[src/rtl/gray_counter.sv]
// gray_counter: up/down binary counter with a registered Gray-code view.
//   - bin_out and gray_out both come from flops loaded on the same edge, so
//     they never skew relative to each other.
//   - SATURATE=0 wraps at the limits, SATURATE=1 holds at the limits; in
//     both modes wrap pulses for one cycle after a step attempted at a limit.
//   - Optional synchronous load is compiled in when GRAY_COUNTER_LOAD_EN is
//     defined; without it the count changes only through rst and en.
module gray_counter #(
  parameter int DATA_WIDTH = 8,
  parameter bit SATURATE   = 1'b0
) (
  input  logic                  clk,
  input  logic                  rst,
  input  logic                  en,
  input  logic                  up_dn,
`ifdef GRAY_COUNTER_LOAD_EN
  input  logic                  load,
  input  logic [DATA_WIDTH-1:0] load_bin,
`endif
  output logic [DATA_WIDTH-1:0] bin_out,
  output logic [DATA_WIDTH-1:0] gray_out,
  output logic                  wrap
);

  localparam logic [DATA_WIDTH-1:0] ZERO_VAL = {DATA_WIDTH{1'b0}};
  localparam logic [DATA_WIDTH-1:0] MAX_VAL  = {DATA_WIDTH{1'b1}};
  localparam logic [DATA_WIDTH-1:0] ONE_VAL  = {{(DATA_WIDTH-1){1'b0}}, 1'b1};

  // Binary to reflected Gray code: each bit XORed with its more significant neighbour.
  function automatic logic [DATA_WIDTH-1:0] bin2gray(input logic [DATA_WIDTH-1:0] b);
    return b ^ {1'b0, b[DATA_WIDTH-1:1]};
  endfunction

  logic [DATA_WIDTH-1:0] bin_r;
  logic [DATA_WIDTH-1:0] gray_r;
  logic                  wrap_r;

  logic                  load_s;
  logic [DATA_WIDTH-1:0] load_val_s;
  logic                  at_limit_s;
  logic [DATA_WIDTH-1:0] step_val_s;
  logic [DATA_WIDTH-1:0] bin_nxt_s;
  logic                  wrap_nxt_s;

`ifdef GRAY_COUNTER_LOAD_EN
  assign load_s     = load;
  assign load_val_s = load_bin;
`else
  // Load path is tied off so the counter moves only through rst and en.
  assign load_s     = 1'b0;
  assign load_val_s = ZERO_VAL;
`endif

  // Limit detection and the modular step in the current direction.
  always_comb begin
    at_limit_s = 1'b0;
    step_val_s = bin_r;
    if (up_dn) begin
      at_limit_s = (bin_r == MAX_VAL);
      step_val_s = bin_r + ONE_VAL;
    end else begin
      at_limit_s = (bin_r == ZERO_VAL);
      step_val_s = bin_r - ONE_VAL;
    end
  end

  // Next-state selection with priority load > en > hold.
  always_comb begin
    bin_nxt_s  = bin_r;
    wrap_nxt_s = 1'b0;
    if (load_s) begin
      bin_nxt_s  = load_val_s;
      wrap_nxt_s = 1'b0;
    end else if (en) begin
      wrap_nxt_s = at_limit_s;
      if (SATURATE && at_limit_s) begin
        bin_nxt_s = bin_r;
      end else begin
        bin_nxt_s = step_val_s;
      end
    end else begin
      bin_nxt_s  = bin_r;
      wrap_nxt_s = 1'b0;
    end
  end

  // Count, Gray and wrap registers; Gray is derived from the next binary value
  // so both views update on the same edge.
  always_ff @(posedge clk or posedge rst) begin
    if (rst) begin
      bin_r  <= ZERO_VAL;
      gray_r <= ZERO_VAL;
      wrap_r <= 1'b0;
    end else begin
      bin_r  <= bin_nxt_s;
      gray_r <= bin2gray(bin_nxt_s);
      wrap_r <= wrap_nxt_s;
    end
  end

  assign bin_out  = bin_r;
  assign gray_out = gray_r;
  assign wrap     = wrap_r;

endmodule

[config.mk]
export PLATFORM = sky130hd
export DESIGN_NAME = gray_counter
export DESIGN_NICKNAME = d
export VERILOG_FILES = /design/src/rtl/gray_counter.sv
export SDC_FILE = /design/constraint.sdc
export NUM_CORES = 1
export LEC_CHECK = 0
export CAP_MARGIN = 40
export CORE_MARGIN = 2
export CORE_UTILIZATION = 35
export CTS_CLUSTER_DIAMETER = 200
export DETAILED_ROUTE_END_ITERATION = 16
export MAX_ROUTING_LAYER = met4
export SYNTH_ARGS = -nofsm -noshare
export SYNTH_HDL_FRONTEND = slang
export SYNTH_SLANG_ARGS = --single-unit
[constraint.sdc]
create_clock -name clk -period 2.7 [get_ports clk]
set_input_delay 0.54 -clock clk [delete_from_list [all_inputs] [get_ports clk]]
set_output_delay 0.54 -clock clk [all_outputs]
set_load 0.1 [all_outputs]
==> Implementation_results.wiki, run 1 <==
{| class="wikitable"
! Metric !! Value
|-
| Most area-hungry cell type in the Yosys netlist || dfrtp_1
|-
| Largest net degree at the start of global routing || 17
|-
| Result of the run || finished clean
|-
| Clock-pin transition on the worst setup and hold timing paths || 0.09 ns
|-
| Proportion of synthesized chip area in sequential cells || 0.420
|-
| Antenna violations before repair || 0
|-
| Total CTS buffers || 3
|-
| Gr ovfl total || 0
|-
| Worst Max-Slew Pin Slew || 0.584 ns
|-
| Clock tree from TritonCTS || done
|-
| DRC marker count from the first detailed-route iteration || 15
|-
| Most common library cell in the layout ignoring fill and taps || buf_4
|-
| Die boundary height || 56.2 um
|-
| Fraction of synthesized cell area taken by the top area cell type || 0.420
|-
| Critical path startpoint || up_dn
|-
| Number of cells on the worst reg-to-reg path || 8
|-
| Diode count || 0
|-
| Aggregate routed wire length || 1.80 mm
|-
| Capturing element type of the critical path || register
|-
| Category of the critical setup timing path || input port to register
|-
| H-tree levels || 1
|-
| Max Fanout on Critical Path || 5
|-
| Crit share post-route || 0.860
|-
| Initial core utilization || 0.378
|-
| Floorplan row count || 18
|-
| Post-DP HPWL || 1.45 mm
|-
| R2R Path End || gray_out[4]
|-
| Achievable Freq || 431 MHz
|-
| Source of the worst register-to-register timing path || bin_out[0]
|-
| Number of vias after detailed routing || 686
|-
| Average wire length per cell after detail routing || 12.6 um
|-
| Highest layer used for signal routing || met4
|-
| Hold buffers post-CTS || 0
|-
| Std-Cell Core Area || 2520 um2
|-
| Filler Cells Inserted || 241
|-
| Number of violations of the max-capacitance limit || 0
|-
| First-pass iteration count of the detailed router || 4
|-
| Most used cells in the layout excluding fill and tap cells || buf_4, dfrtp_1, inv_1
|-
| Crit start category || input port
|-
| Cell count after synthesis || 89
|-
| Final setup viols || 0
|-
| Post-layout net count || 125
|-
| Met3 Routed Length || 67 um
|-
| Clock Sink Count || 16
|-
| Cells along the critical path || clkdlybuf4s50_1 > inv_1 > ha_1 > nor2b_4 > o21ai_2 > a21oi_1 > or3_4 > a31oi_4 > xor2_1
|-
| Fraction of layout instances using a drive strength above 1 || 0.274
|-
| Data arrival time at the worst-slack endpoint || 2.53 ns
|-
| Synthesized Nets || 100
|-
| Die Outline Area || 3160 um2
|-
| WP data required || 2.91 ns
|-
| Routed Antenna Nets || 0
|-
| Delay of the slowest critical-path stage || 0.48 ns
|-
| Number of library cell types mapped by synthesis || 30
|-
| CTS root buf || clkbuf_4
|-
| RSZ-0062 raised after global routing || no
|-
| Post-DR vias/cell || 4.80
|-
| Width of the chip || 56.2 um
|-
| Global-route usage over all layers || 0.131
|-
| Synth Register Bits || 16
|-
| Area of the multi-input gates || 507 um2
|-
| Count of input and output buffers || 20
|-
| Skew final || 0.000477 ns
|-
| Post-CTS repair timing setup buffer count || 0
|-
| Post-route met1 wirelength || 847 um
|-
| Clock period minus final worst setup slack || 2.32 ns
|-
| Num ports || 21
|-
| Maximum clock path buffer count || 2
|-
| Max_slew headroom || 0.609
|-
| Cell types with the largest area share after synthesis || dfrtp_1, ha_1, xnor2_1
|-
| Summed instance area of the synthesized netlist || 953 um2
|-
| Met2 Routed Length || 838 um
|-
| Cell at the slowest stage of the critical path || clkdlybuf4s50_1
|-
| Number of failing hold endpoints at the final stage || 0
|-
| Setup tns final || 0 ns
|-
| Flop-to-flop setup slack || 0.68 ns
|-
| Endpoint of the worst setup timing path || gray_out[5]
|-
| Via count of the first global-routing pass || 645
|-
| Tightest Hold Check Type || input port to asynchronous set/reset pin
|-
| Final weighted congestion of routability-driven global placement || 0.781
|-
| Register area || 400 um2
|-
| First-pass GRT wire length || 3.10 mm
|-
| Number of resized instances in the post-cts repair step || 0
|-
| Yosys warns || 0
|-
| DRC || 0
|-
| Average size of a mapped cell || 10.7 um2
|-
| Clock latency reported for the late side of the worst-skew pair || 0.28 ns
|-
| Area overhead of the layout relative to synthesis || 24.5%
|-
| Slew Viols, Final || 0
|}
critical path: cells and delay by family:
| kind | cells | cell delay (ns) |
|---|---|---|
| adders and majority gates | 1 | 0.35 |
| and+or+nand+nor | 2 | 0.48 |
| xor gates and xnor gates | 1 | 0.15 |
| buffers and inverters | 2 | 0.58 |
| AOI/OAI and AO/OA | 3 | 0.43 |
sequential cells by signal (all words and copies together), names as in the netlist:
name	cells
bin_out	8
gray_out	7
wrap	1
per-stage QoR:
stage | setup WS, ns | hold WS [ns] | area (um2) | std cells | utilization
detailed placement | 0.0765 | 0.640 | 1150 | 139 | 0.456
floorplan | 0.152 | 0.454 | 953 | 89 | -
finish | 0.377 | 0.604 | 1190 | 143 | 0.471
global route | 0.277 | 0.664 | 1190 | 143 | 0.471
global placement | 0.0799 | 0.630 | 1150 | 139 | 0.456
CTS | 0.382 | 0.617 | 1190 | 143 | 0.471
cell usage after synthesis:
cell type / count
dfrtp_1: 16
inv_1: 9
xnor2_1: 7
ha_1: 6
nor2_1: 6
xor2_1: 5
mux2i_1: 4
nand2_1: 4
nor2b_1: 4
a21oi_1: 3
nand3_1: 3
nor3_1: 2
o21ai_0: 2
o21ai_2: 2
a21oi_2: 1
a2bb2oi_1: 1
a31oi_1: 1
a31oi_4: 1
buf_2: 1
buf_4: 1
fa_1: 1
mux2i_2: 1
nand4_1: 1
nor2b_4: 1
nor4_1: 1
o2111a_1: 1
o21ai_1: 1
o31ai_1: 1
or3_4: 1
xnor2_2: 1
how the worst min path moves through the flow:
stage,startpoint,to,slack [ns],cells past startpoint
after global routing,rst,gray_out[3],0.66,2
after detailed placement,bin_out[0],bin_out[0],0.64,1
after global placement,bin_out[7],bin_out[7],0.63,1
after CTS,rst,wrap,0.62,2
final,rst,gray_out[1],0.60,2
after floorplan,rst,bin_out[0],0.45,1
cells by family (layout without fill, tap and decap cells):
kind of cell             Yosys count  count (layout)  share of synthesized area
XOR/XNOR                          13              13                      0.127
multiplexers                       5               5                     0.0564
AO/OA/AOI/OAI                     14              14                      0.117
buffers and inverters             11              35                     0.0486
flip-flops                        16              16                      0.420
adder cells (fa/ha/maj)            7               7                     0.0997
AND/OR/NAND/NOR                   23              23                      0.131
routing by layer:
layer,vias to the layer above,global-route usage
met2,14,0.187
met5,-,-
met4,0,0.0816
met1,320,0.176
met3,4,0.0163
li1,348,-
area by class of cell:
| cell class | count | area share |
|---|---|---|
| Tap cell | 30 | 0.0316 |
| Clock buffer | 4 | 0.0306 |
| Timing Repair Buffer | 22 | 0.145 |
| Sequential cell | 16 | 0.337 |
| Inverter | 9 | 0.0285 |
| Multi-Input combinational cell | 62 | 0.427 |
Power of run 1 is not shown: default switching activity piles up to over one toggle a cycle in this logic, so the estimate is an artifact.
==> run 2, diff against run 1 <==
CORE_UTILIZATION = 45   (was 35)
PLACE_DENSITY = 0.72   (was unset)
==> run 2 against run 1 <==
Clock-buffer cell count fell by 1. Maximum frequency decreased by 2.3%. Critical path depth unchanged. Via count up 2.9%. Final area decreased by 1.5%. Critical path type unchanged. Critical endpoint unchanged.
==> Implementation_results.wiki, run 2 (synthesized netlist as in run 1, its figures left out) <==
{| class="wikitable"
! Metric !! Value
|-
| Result of the run || finished clean
|-
| First-pass GRT wire length || 2.96 mm
|-
| Clock Sink Count || 16
|-
| Number of cells on the worst reg-to-reg path || 8
|-
| Maximum clock path buffer count || 2
|-
| Non-filler instance count after layout || 139
|-
| Most common library cell in the layout ignoring fill and taps || buf_4
|-
| Post-DR vias/cell || 5.08
|-
| Average wire length per cell after detail routing || 12.6 um
|-
| Crit share post-route || 0.880
|-
| Max_slew headroom || 0.618
|-
| Hold buffers post-CTS || 0
|-
| Slew Viols, Final || 0
|-
| Worst Max-Slew Pin Slew || 0.572 ns
|-
| Aggregate routed wire length || 1.76 mm
|-
| Clock latency reported for the late side of the worst-skew pair || 0.27 ns
|-
| Capturing element type of the critical path || register
|-
| Std-Cell Core Area || 1980 um2
|-
| First-pass iteration count of the detailed router || 4
|-
| Instance count after placement with tap cells included || 136
|-
| Largest net degree at the start of global routing || 17
|-
| Cell at the slowest stage of the critical path || clkdlybuf4s50_1
|-
| Tightest Hold Check Type || input port to asynchronous set/reset pin
|-
| CTS root buf || clkbuf_4
|-
| WP data required || 2.90 ns
|-
| Clock period minus final worst setup slack || 2.38 ns
|-
| Initial core utilization || 0.481
|-
| Clock tree from TritonCTS || done
|-
| Skew final || 0.00150 ns
|-
| Number of resized instances in the post-cts repair step || 0
|-
| Die boundary height || 50.0 um
|-
| Post-layout net count || 125
|-
| Total CTS buffers || 3
|-
| DRC || 0
|-
| Post-DP HPWL || 1.43 mm
|-
| Setup tns final || 0 ns
|-
| Num ports || 21
|-
| DRC marker count from the first detailed-route iteration || 17
|-
| Delay of the slowest critical-path stage || 0.48 ns
|-
| RSZ-0062 raised after global routing || no
|-
| Max Fanout on Critical Path || 5
|-
| Category of the critical setup timing path || input port to register
|-
| Post-CTS repair timing setup buffer count || 0
|-
| Clock-pin transition on the worst setup and hold timing paths || 0.08 ns
|-
| Final weighted congestion of routability-driven global placement || 0.843
|-
| Family with the most delay on the worst path || buffers and inverters
|-
| Global-route track usage on met2 || 0.254
|-
| Max reg flops || 8
|-
| Data arrival time at the worst-slack endpoint || 2.58 ns
|-
| Met3 global-route usage || 0.00909
|-
| Gr ovfl total || 0
|-
| Flop-to-flop setup slack || 0.69 ns
|-
| R2R Path End || gray_out[5]
|-
| Source of the worst register-to-register timing path || bin_out[0]
|-
| Most used cells in the layout excluding fill and tap cells || buf_4, dfrtp_1, inv_1
|-
| Most heavily used metal layer in global routing || met2
|-
| Achievable Freq || 421 MHz
|-
| H-tree levels || 1
|-
| Cells along the critical path || clkdlybuf4s50_1 > inv_1 > ha_1 > nor2b_4 > o21ai_2 > a21oi_1 > or3_4 > a31oi_4 > xor2_1
|-
| Critical path startpoint || up_dn
|-
| Fraction of layout instances using a drive strength above 1 || 0.268
|-
| Number of vias after detailed routing || 706
|-
| Width of the chip || 50.0 um
|-
| Area overhead of the layout relative to synthesis || 22.7%
|-
| Buffering stage count on the worst path with inverters included || 2
|-
| Antenna violations before repair || 0
|-
| Count of input and output buffers || 20
|-
| Floorplan row count || 16
|-
| Number of failing hold endpoints at the final stage || 0
|-
| Final setup viols || 0
|-
| Routed Antenna Nets || 0
|-
| Met1 layer usage reported by global route || 0.208
|-
| Crit start category || input port
|-
| Global-route usage over all layers || 0.161
|-
| Via count of the first global-routing pass || 662
|-
| Number of violations of the max-capacitance limit || 0
|-
| Die Outline Area || 2500 um2
|-
| Diode count || 0
|}
==> run 2: changes by cell type in the layout (fill, tap and decap cells not counted), sizes merged <==
cell	previous run	this run
clkbuf	4	3
==> run 2: final cells by class <==
cell class | instances | area (um2)
Fill cell | 177 | 812
Multi-Input combinational cell | 62 | 507
Sequential cell | 16 | 400
Timing Repair Buffer | 22 | 173
Inverter | 9 | 33.8
Tap cell | 27 | 33.8
Clock buffer | 3 | 22.5
==> run 2: worst register-to-register path: cells and delay by family (launching register included) <==
family / cells / cell delay [ns]
buffers and inverters: 1 / 0.09
adder cells (fa/ha/maj): 1 / 0.46
flip-flops: 1 / 0.46
XOR/XNOR: 1 / 0.19
AO/OA/AOI/OAI: 3 / 0.37
AND/OR/NAND/NOR: 2 / 0.31
==> run 2: routing by layer <==
metal / vias up / share of wire
met5: - / 0
met4: 0 / 0.012
met3: 2 / 0.035
met2: 20 / 0.51
met1: 336 / 0.45
li1: 348 / -
==> run 2: worst max path at each step <==
stage,endpoint,cells past startpoint,slack (ns)
CTS,gray_out[5],9,0.31
floorplan,gray_out[3],8,0.15
global placement,gray_out[5],9,0.04
finish,gray_out[5],9,0.32
global route,gray_out[5],9,0.16
detailed placement,gray_out[5],9,0.03
==> run 2: per-stage QoR <==
| stage | setup slack (ns) | hold WS [ns] | utilization | cell area [um2] |
|---|---|---|---|---|
| after detailed placement | 0.0291 | 0.629 | 0.579 | 1150 |
| after global routing | 0.163 | 0.661 | 0.590 | 1170 |
| final | 0.324 | 0.615 | 0.590 | 1170 |
| after global placement | 0.0440 | 0.623 | 0.579 | 1150 |
| after floorplan | 0.152 | 0.454 | - | 953 |
| after CTS | 0.309 | 0.639 | 0.590 | 1170 |
Power of run 2 is left out for the same reason.
==> run 3, diff against run 2 <==
CORE_UTILIZATION = 49   (was 45)
PLACE_DENSITY = 0.78   (was 0.72)
SLEW_MARGIN = 10   (was unset)
==> run 3 against run 2 <==
Maximum frequency rose by 0.10%. Wire length rose by 6.7%. Worst setup slack improved by 0.0024 ns. Final area rose by 0.43%. Register-to-register slack got worse by 0.05 ns. Via count rose by 1.8%. Critical path depth did not move. Final cell count fell by 0.72%. Global-route usage rose by 3.9 points. Die area fell by 7.5%. Largest cell class unchanged.
==> Implementation_results.wiki, run 3 (synthesized netlist as in run 1, its figures left out) <==
{| class="wikitable"
! Metric !! Value
|-
| Area of the multi-input gates || 507 um2
|-
| Achievable Freq || 421 MHz
|-
| Most common library cell in the layout ignoring fill and taps || buf_4
|-
| Clock period minus final worst setup slack || 2.37 ns
|-
| DRC marker count from the first detailed-route iteration || 12
|-
| First-pass iteration count of the detailed router || 4
|-
| Aggregate routed wire length || 1.88 mm
|-
| Final setup viols || 0
|-
| Endpoint of the worst setup timing path || gray_out[5]
|-
| Max Fanout on Critical Path || 5
|-
| Capturing element type of the critical path || register
|-
| Global-route usage over all layers || 0.200
|-
| Clock-pin transition on the worst setup and hold timing paths || 0.08 ns
|-
| Count of input and output buffers || 20
|-
| Routed Antenna Nets || 0
|-
| R2R Path End || gray_out[5]
|-
| Post-layout net count || 126
|-
| Tightest Hold Check Type || input port to asynchronous set/reset pin
|-
| Clock tree from TritonCTS || done
|-
| Maximum clock path buffer count || 2
|-
| Initial core utilization || 0.535
|-
| Die Outline Area || 2310 um2
|-
| CTS root buf || clkbuf_4
|-
| First-pass GRT wire length || 2.99 mm
|-
| Worst Max-Slew Pin Slew || 0.570 ns
|-
| WP data required || 2.90 ns
|-
| Post-DR vias/cell || 5.21
|-
| Slew Viols, Final || 0
|-
| Skew final || 0.00468 ns
|-
| Clock latency reported for the late side of the worst-skew pair || 0.28 ns
|-
| Number of resized instances in the post-cts repair step || 0
|-
| Data arrival time at the worst-slack endpoint || 2.57 ns
|-
| Die boundary height || 48.1 um
|-
| Max reg flops || 8
|-
| Final weighted congestion of routability-driven global placement || 0.853
|-
| Register area || 400 um2
|-
| Width of the chip || 48.1 um
|-
| Via count of the first global-routing pass || 721
|-
| Total CTS buffers || 3
|-
| Crit start category || input port
|-
| Category of the critical setup timing path || input port to register
|-
| Flop-to-flop setup slack || 0.64 ns
|-
| Fraction of layout instances using a drive strength above 1 || 0.274
|-
| Hold buffers post-CTS || 0
|-
| Filler Cells Inserted || 163
|-
| Average wire length per cell after detail routing || 13.6 um
|-
| Gr ovfl total || 0
|-
| Setup tns final || 0 ns
|-
| Crit share post-route || 0.879
|-
| Number of failing hold endpoints at the final stage || 0
|-
| Number of violations of the max-capacitance limit || 0
|-
| Post-DP HPWL || 1.50 mm
|-
| H-tree levels || 1
|-
| RSZ-0062 raised after global routing || no
|-
| Num ports || 21
|-
| Diode count || 0
|-
| Number of vias after detailed routing || 719
|-
| Area overhead of the layout relative to synthesis || 23.2%
|-
| Std-Cell Core Area || 1780 um2
|-
| Source of the worst register-to-register timing path || bin_out[0]
|-
| Most used cells in the layout excluding fill and tap cells || buf_4, dfrtp_1, inv_1
|-
| Critical path startpoint || up_dn
|-
| DRC || 0
|-
| Largest net degree at the start of global routing || 17
|-
| Antenna violations before repair || 0
|-
| Number of cells on the worst reg-to-reg path || 8
|-
| Floorplan row count || 15
|-
| Result of the run || finished clean
|-
| Post-CTS repair timing setup buffer count || 0
|-
| Clock Sink Count || 16
|-
| Max_slew headroom || 0.619
|}
## run 3: cell types whose count changed in the layout (fill, tap and decap cells not counted)
cell	previous run	this run
buf_4	19	20
## run 3: routing by layer
metal,up-vias,wire length (um),part of all wire,global-route usage
li1,350,-,-,-
met1,341,732,0.39,0.192
met2,24,1010,0.54,0.379
met3,4,103,0.055,0.0556
met4,0,27,0.014,0.0703
met5,-,0,0,-
## run 3: final cells by class
| cell class | instances | area share |
|---|---|---|
| Inverter | 9 | 0.0288 |
| Timing Repair Buffer | 23 | 0.153 |
| Multi-Input combinational cell | 62 | 0.431 |
| Tap cell | 25 | 0.0266 |
| Clock buffer | 3 | 0.0192 |
| Sequential cell | 16 | 0.341 |
## run 3: how the worst min path moves through the flow
| stage | startpoint | end | slack, ns | depth (start not counted) |
|---|---|---|---|---|
| 3_3_place_gp | bin_out[7] | bin_out[7] | 0.62 | 1 |
| 2_1_floorplan | rst | bin_out[0] | 0.45 | 1 |
| 4_1_cts | rst | gray_out[3] | 0.63 | 2 |
| 6_report | rst | gray_out[3] | 0.61 | 2 |
| 3_5_place_dp | bin_out[7] | bin_out[7] | 0.63 | 1 |
| 5_1_grt | rst | gray_out[3] | 0.65 | 2 |
## run 3: worst max-delay path, cell delays in order
cell and delay, ns:
clkdlybuf4s50_1 0.47, inv_1 0.09, ha_1 0.36, nor2b_4 0.15
o21ai_2 0.12, a21oi_1 0.10, or3_4 0.34, a31oi_4 0.22
xor2_1 0.17
## run 3: stage by stage
stage,hold WS [ns],setup WS [ns],cells,cell area (um2),util
2_1_floorplan,0.454,0.152,89,953,-
3_3_place_gp,0.621,0.112,135,1150,0.646
3_5_place_dp,0.628,0.0273,135,1150,0.646
4_1_cts,0.631,0.317,138,1170,0.659
5_1_grt,0.651,0.217,138,1170,0.659
6_report,0.612,0.326,138,1170,0.659
Power of run 3 is left out for the same reason.
